`src/rtl/gb_pkg.sv`:
```
// gb_pkg: SNES button bit indices, scanner FSM states and poll-period helper
package gb_pkg;
  localparam int BTN_B      = 0;
  localparam int BTN_Y      = 1;
  localparam int BTN_SELECT = 2;
  localparam int BTN_START  = 3;
  localparam int BTN_UP     = 4;
  localparam int BTN_DOWN   = 5;
  localparam int BTN_LEFT   = 6;
  localparam int BTN_RIGHT  = 7;
  localparam int BTN_A      = 8;
  localparam int BTN_X      = 9;
  localparam int BTN_L      = 10;
  localparam int BTN_R      = 11;
  typedef enum logic [2:0] {IDLE, LATCH, LOW, HIGH, DONE} snes_state_e;
  function automatic int snes_eff_period(input int poll, input int div);
    return (poll > 34 * div) ? poll : 34 * div + 1;
  endfunction
endpackage

```
`src/rtl/snes_pad_channel.sv`:
```
// snes_pad_channel: one pad's shift register, debounce and commit (in: clock, rst, shift_i, data_i, commit_i; out: buttons_o, press_o)
module snes_pad_channel
  import gb_pkg::*;
#(
  parameter bit DEBOUNCE = 1'b1
) (
  input  logic        clock,
  input  logic        rst,
  input  logic        shift_i,
  input  logic        data_i,
  input  logic        commit_i,
  output logic [15:0] buttons_o,
  output logic        press_o
);
  logic [15:0] sr_q, prev_q, btn_q, btn_d;
  assign btn_d = (!DEBOUNCE || sr_q == prev_q) ? sr_q : btn_q;
  assign press_o = commit_i && |(btn_d & ~btn_q);
  assign buttons_o = btn_q;
  always_ff @(posedge clock) begin
    if (rst) begin
      sr_q <= '0;
      prev_q <= '0;
      btn_q <= '0;
    end else begin
      if (shift_i) sr_q <= {~data_i, sr_q[15:1]};
      if (commit_i) begin
        prev_q <= sr_q;
        btn_q <= btn_d;
      end
    end
  end
endmodule

```
`src/rtl/snes_pad_scanner.sv`:
```
// snes_pad_scanner: polls N_PADS SNES pads (in: clock, rst, enable, snes_data; out: snes_latch, snes_clock, buttons, frame_done, press_irq)
module snes_pad_scanner
  import gb_pkg::*;
#(
  parameter int unsigned N_PADS      = 2,
  parameter int unsigned CLK_DIV     = 24,
  parameter int unsigned POLL_PERIOD = 70000,
  parameter bit          DEBOUNCE    = 1'b1
) (
  input  logic                  clock,
  input  logic                  rst,
  input  logic                  enable,
  input  logic [N_PADS-1:0]     snes_data,
  output logic                  snes_latch,
  output logic                  snes_clock,
  output logic [16*N_PADS-1:0]  buttons,
  output logic                  frame_done,
  output logic                  press_irq
);
  localparam int EFF = snes_eff_period(int'(POLL_PERIOD), int'(CLK_DIV));
  localparam int PW = $clog2(EFF);
  localparam int HW = $clog2(2 * CLK_DIV);
  snes_state_e state_q;
  logic [PW-1:0] poll_q;
  logic [HW-1:0] ph_q;
  logic [3:0] pulse_q;
  logic pend_q, latch_q, sclk_q, done_q, irq_q;
  logic [N_PADS-1:0] press;
  logic wrap, go, ph_end, shift, commit;
  assign wrap = poll_q == PW'(EFF - 1);
  assign go = state_q == IDLE && enable && (wrap || pend_q);
  assign ph_end = ph_q == '0;
  // 16 samples per frame: bit 0 at latch end, bits 1..15 at HIGH ends; the 16th pulse is dropped
  assign shift = ph_end && (state_q == LATCH || (state_q == HIGH && pulse_q != 4'd15));
  assign commit = state_q == DONE;
  assign snes_latch = latch_q;
  assign snes_clock = sclk_q;
  assign frame_done = done_q;
  assign press_irq = irq_q;
  always_ff @(posedge clock) begin
    if (rst) begin
      state_q <= IDLE;
      poll_q <= '0;
      ph_q <= '0;
      pulse_q <= '0;
      pend_q <= 1'b0;
      latch_q <= 1'b0;
      sclk_q <= 1'b1;
      done_q <= 1'b0;
      irq_q <= 1'b0;
    end else begin
      poll_q <= wrap ? '0 : poll_q + 1'b1;
      // a wrap that lands mid-frame waits here; dropping enable discards it
      pend_q <= enable && state_q != IDLE && (pend_q || wrap);
      done_q <= 1'b0;
      irq_q <= commit && |press;
      ph_q <= ph_q - 1'b1;
      case (state_q)
        IDLE: if (go) begin
          state_q <= LATCH;
          latch_q <= 1'b1;
          ph_q <= HW'(2 * CLK_DIV - 1);
        end
        LATCH: if (ph_end) begin
          state_q <= LOW;
          latch_q <= 1'b0;
          sclk_q <= 1'b0;
          ph_q <= HW'(CLK_DIV - 1);
          pulse_q <= '0;
        end
        LOW: if (ph_end) begin
          state_q <= HIGH;
          sclk_q <= 1'b1;
          ph_q <= HW'(CLK_DIV - 1);
        end
        HIGH: if (ph_end) begin
          if (pulse_q == 4'd15) begin
            state_q <= DONE;
            done_q <= 1'b1;
          end else begin
            state_q <= LOW;
            sclk_q <= 1'b0;
            ph_q <= HW'(CLK_DIV - 1);
            pulse_q <= pulse_q + 1'b1;
          end
        end
        default: state_q <= IDLE;
      endcase
    end
  end
  for (genvar p = 0; p < N_PADS; p++) begin : g_pad
    snes_pad_channel #(.DEBOUNCE(DEBOUNCE)) u_ch (
      .clock(clock),
      .rst(rst),
      .shift_i(shift),
      .data_i(snes_data[p]),
      .commit_i(commit),
      .buttons_o(buttons[16*p +: 16]),
      .press_o(press[p])
    );
  end
endmodule
```
`config.mk`:
```
export PLATFORM = sky130hd
export DESIGN_NAME = snes_pad_scanner
export DESIGN_NICKNAME = d
export VERILOG_FILES = /design/src/rtl/gb_pkg.sv /design/src/rtl/snes_pad_channel.sv /design/src/rtl/snes_pad_scanner.sv
export SDC_FILE = /design/constraint.sdc
export NUM_CORES = 1
export LEC_CHECK = 0
export CORE_MARGIN = 4
export CORE_UTILIZATION = 45
export CTS_CLUSTER_DIAMETER = 60
export CTS_CLUSTER_SIZE = 14
export DETAILED_ROUTE_END_ITERATION = 6
export PLACE_DENSITY_LB_ADDON = 0.15
export SKIP_LAST_GASP = 1
export SYNTH_ARGS = -nofsm -noshare
export SYNTH_HDL_FRONTEND = slang
export SYNTH_SLANG_ARGS = --single-unit
```
`constraint.sdc`:
```
create_clock -name clock -period 5 [get_ports clock]
set_input_delay 0.75 -clock clock [delete_from_list [all_inputs] [get_ports clock]]
set_output_delay 0.75 -clock clock [all_outputs]
set_load 0.005 [all_outputs]
```
* Word-level counts from Yosys, hierarchy flattened
Cells that the tools add are included.
** Storage, ports and cells
- Register bits after elaboration :: 131
- Latch bits :: 0
- Memory bits (writable) :: 0
- ROM bits :: 0
- Input port bits :: 5
- Output and inout bits :: 36
- Logic and storage cells :: 92
- Memories :: 0
** Cells by class
- Add/sub/neg operators :: 3
- Multipliers :: 0
- Divide/modulo/power cells :: 0
- $lt $le $gt $ge :: 0
- Equal/unequal tests :: 14
- Shift operators :: 0
- Multiplexer cells :: 25
- Bitwise operators :: 8
- Reductions and logical operators :: 27
** Operators with widths (number)
- $and 16x16->16 :: 2
- $eq 16x16->1 :: 2
- $mux 16 :: 2
- $not 16->16 :: 2
- $reduce_or 16->1 :: 2
- $mux 6 :: 4
- $pmux 6 s3 :: 1
- $add 17x1->17 const B :: 1
- $eq 17x17->1 const B :: 1
- $mux 3 :: 5
- $mux 4 :: 3
- $pmux 3 s4 :: 1
- $ne 2x2->1 const B :: 5
- $logic_and 1x1->1 :: 9
- $pmux 4 s2 :: 1
- $reduce_and 4->1 :: 2
- $eq 3x2->1 const B :: 2
- $logic_not 6->1 :: 1
- $mux 1 :: 6
- $reduce_bool 3->1 :: 2
- $reduce_or 2->1 :: 3
- $sub 6x1->6 const B :: 1
- $reduce_and 5->1 :: 1
- $add 4x1->4 const B :: 1
- other kinds (12) :: 17

* Depth between registers and ports, before layout
- Depth in word-level cells :: 7
- Depth in mapped cells :: 9
- Mapped depth without buffers :: 7

* Hierarchy
A second synthesis with hierarchy kept.
** Second synthesis, totals
- Cell total of the unflattened synthesis :: 630
- Area total of the unflattened synthesis :: 5793.1 um^2
** By module, submodules not included
- snes_pad_channel :: instances 2, cells each 225, area an instance 2094.5 um^2, seq. area each 960.9 um^2
- snes_pad_scanner :: instances 1, cells each 180, area an instance 1604.0 um^2, seq. area each 700.7 um^2

* Worst setup path before layout
No wires, ideal clock.
- Path type :: register to register
- From :: register ph_q[0]
- To :: register g_pad[1].u_ch.sr_q[10]
- Setup time :: 0.133 ns
- Data arrival time :: 1.738 ns
- Required time :: 4.867 ns
- Setup slack :: 3.129 ns
- Cell stages (with the launch flop) :: 9
- Path buffers :: 1
- Period minus slack after synthesis :: 1.871 ns
- Path through :: dfxtp_1 > inv_1 > ha_1 > or3b_4 > nor4_4 > o21ai_1 > clkbuf_1 > nand2_1 > a21oi_2
** Between the ends
- Longest elaborated chain between the ends :: 2
** RTL lines
- from (decl) :: RTL line snes_pad_scanner.sv:25 : logic [HW-1:0] ph_q;
- from (signal assigned) :: RTL line snes_pad_scanner.sv:57 : ph_q <= ph_q - 1'b1;
- from (signal assigned) :: RTL line snes_pad_scanner.sv:62 : ph_q <= HW'(2 * CLK_DIV - 1);
- from (signal assigned) :: RTL line snes_pad_scanner.sv:68 : ph_q <= HW'(CLK_DIV - 1);
- $logic_not 6->1 :: RTL line snes_pad_scanner.sv:32 : assign ph_end = ph_q == '0;
- $logic_and 1x1->1 :: RTL line snes_pad_scanner.sv:34 : assign shift = ph_end && (state_q == LATCH || (state_q == HIGH && pulse_q != 4'd15));
- to (signal assigned) :: RTL line snes_pad_channel.sv:25 : if (shift_i) sr_q <= {~data_i, sr_q[15:1]};
- to (decl) :: RTL line snes_pad_channel.sv:15 : logic [15:0] sr_q, prev_q, btn_q, btn_d;
No other way between the ends.
A chain may end at the register's enable or synchronous reset.

* Worst setup path after layout
- From :: register ph_q[0]
- To :: register g_pad[0].u_ch.sr_q[13]
** Between the ends
- Longest elaborated chain between the ends :: 2
** RTL lines (RTL line)
- $logic_not 6->1 :: snes_pad_scanner.sv:32
- $logic_and 1x1->1 :: snes_pad_scanner.sv:34
- to (signal assigned) :: snes_pad_channel.sv:25
- to (decl) :: snes_pad_channel.sv:15
No other way between the ends.

==> reports/metrics.cfg <==
[yosys]
syn_area_per_cell_um2=8.19
synth_ff_type=dfxtp_1
synth_edf_count=0
async_flop_share_pct=0
yosysTopAreaCell=dfxtp_1
synthesis.area_mm2=0.00562
yosysWarnings=0
yosys-top-cells-area=dfxtp_1 47%, nand2_1 9.0%, a21oi_1 8.0%
synth_fp_nets=694
synth.distinct_cells=51
syn_inst=686
synth_top_cell_area_share_pct=46.7
synth.ff_latch_count=131
yosysSeqAreaShare_pct=46.7

[grt]
grt_pass1_wl_um=21400
grt_usage_pct=18.6
globalRouteOverflowTotal=0
grt_pass1_vias=4236
antenna_found_initial=0
grt_max_degree=102

[route]
wirelength_um=12900
dr.first_iter.drc_count=371
drc=0
drt.antenna.violating_nets=0
dr_total_vias=4647
via_per_inst=5.25
wire_per_inst_um=14.5
first_pass_iters=5

[run]
drv_cap=0

[floorplan]
design.die.area_mm2=0.0143
start_util_pct=46.4
rows=40
core_region_area_mm2=0.0121
die_w_um=120
die_h_um=120
ioPinCount=41

[clock_tree]
cts-buffers-inserted=17
cts_setup_buffers=0
cts_tree=yes
cts.hold.buffers_added=0
clock_latency_ns=0.42
cts_buffer_depth=2
h-tree-depth=4
clkSinkCount=131
cts_resized=0
clk_pin_slew_worst_paths_ns=0.06
cts_root_buffer=clkbuf_16

[worst_setup_path]
start_kind=flip-flop
required_ns=5.35
critPathMaxFanout=34
end_kind=flip-flop
path_class=flip-flop to flip-flop
arrival_ns=3.08

[power_and_ir_drop]
power_density_mw_per_mm2=373
power.leakage_nw=2.35
power_mw=2.49
ir_drop_mv=0.256

[timing]
rsz0062_at_grt=no
finalMaxSlewViolations=0
hold_violations=0
setup_violations=0
period_minus_slack_ns=2.74
period_share_pct=54.7
max_freq_ghz=0.365
whs_ns=0.442
clock_skew_ns=0.0101
final.setup.tns_ns=0
worst_slew_pin_slew_ns=1.23
relSlewSlack_pct=18.0
setup_ws_ns=2.26

[final_layout]
final_common_cell=nand2_1
n_fill_cell=1126
areaGrowthSynthToFinish_pct=18.7
antenna_cells=0
final_cell_mix=133 x nand2_1, 131 x dfxtp_1, 90 x a21oi_1
fin_cells=885
final_nets=712
drive_above_1_share_pct=7.39

[place]
hpwl_um=7970
port_buffers=40
place_inst=853
place_ws_ns=2.32
gp_congestion=0.835

[worst_hold_path]
hold_path.class=flip-flop to flip-flop

[run_status]
status=completed

-- synthesized netlist by cell type, types with 4 or more instances --
| library cell | number |
|---|---|
| a211oi_1 | 6 |
| a21oi_1 | 90 |
| a21oi_2 | 10 |
| and3_1 | 4 |
| clkbuf_1 | 34 |
| dfxtp_1 | 131 |
| inv_1 | 32 |
| nand2_1 | 134 |
| nand3_1 | 41 |
| nand4_1 | 6 |
| nor2_1 | 26 |
| nor2b_1 | 8 |
| nor3_1 | 7 |
| nor4_1 | 11 |
| o21ai_0 | 35 |
| o22ai_1 | 8 |
| xnor2_1 | 7 |
| xor2_1 | 46 |
-- sequential cells by signal (all words and copies together) (netlist names), 3 cells and up --
register,cells
g_pad.u_ch.buttons_o,32
g_pad.u_ch.prev_q,32
g_pad.u_ch.sr_q,32
poll_q,17
ph_q,6
pulse_q,4
state_q,3
-- worst max-delay path, stage by stage, from the launching register on --
cell	delay (ns)
dfxtp_1	0.32
inv_1	0.06
ha_1	0.17
or3b_4	0.42
nor4_4	0.36
o21a_1	0.98
nand2_1	0.18
a21oi_2	0.19
-- cells by family (layout without fill, tap and decap cells) --
family          count (synthesis)  in the layout  share of synthesized area, %
simple gates                  254            254                          20.8
compound gates                167            167                          16.9
flops                         131            131                          46.7
buf+inv                        76            107                          6.30
xor+xnor                       53             53                          8.26
fa+ha+maj                       3              3                         0.668
mux                             2              2                         0.356
-- per-stage QoR --
stage | cell area [µm²] | utilization (%)
2_1_floorplan | 5620 | -
3_3_place_gp | 6030 | 49.8
3_5_place_dp | 6030 | 49.8
4_1_cts | 6670 | 55.0
5_1_grt | 6670 | 55.0
6_report | 6670 | 55.0
-- where the power goes --
part	switching [mW]	total (mW)	internal, mW
Sequential	0.0139	1.07	1.06
Combinational	0.0438	0.0744	0.0306
Clock	0.462	1.34	0.881
Total	0.520	2.49	1.97
-- layout make-up --
| type | count | area, µm² | share of cell area [%] |
|---|---|---|---|
| sequential | 131 | 2620 | 39.3 |
| inverter | 32 | 120 | 1.80 |
| timing repair buffer | 43 | 420 | 6.31 |
| multi-input combinational | 479 | 2650 | 39.8 |
| tap | 168 | 210 | 3.15 |
| clock inverter | 14 | 211 | 3.17 |
| clock buffer | 18 | 429 | 6.44 |
-- metal layers --
layer / vias up / routed length (µm) / global-route usage, %
li1: 2357 / - / -
met1: 2184 / 6320 / 25.8
met2: 97 / 5840 / 27.2
met3: 9 / 583 / 6.83
met4: 0 / 112 / 4.87
met5: - / 0 / 0
-- final timing paths --
path | to | slack, ns | cells past startpoint | start
hold / removal | poll_q[0]$_SDFF_PP0_ | 0.44 | 1 | poll_q[0]$_SDFF_PP0_
setup reg to reg | g_pad[0].u_ch.sr_q[13]$_SDFFE_PP0P_ | 2.26 | 7 | ph_q[0]$_SDFF_PP0_
hold reg to reg | poll_q[0]$_SDFF_PP0_ | 0.44 | 1 | poll_q[0]$_SDFF_PP0_
setup / recovery | g_pad[0].u_ch.sr_q[13]$_SDFFE_PP0P_ | 2.26 | 7 | ph_q[0]$_SDFF_PP0_
Note: power is estimated with default switching activity, not from simulation.
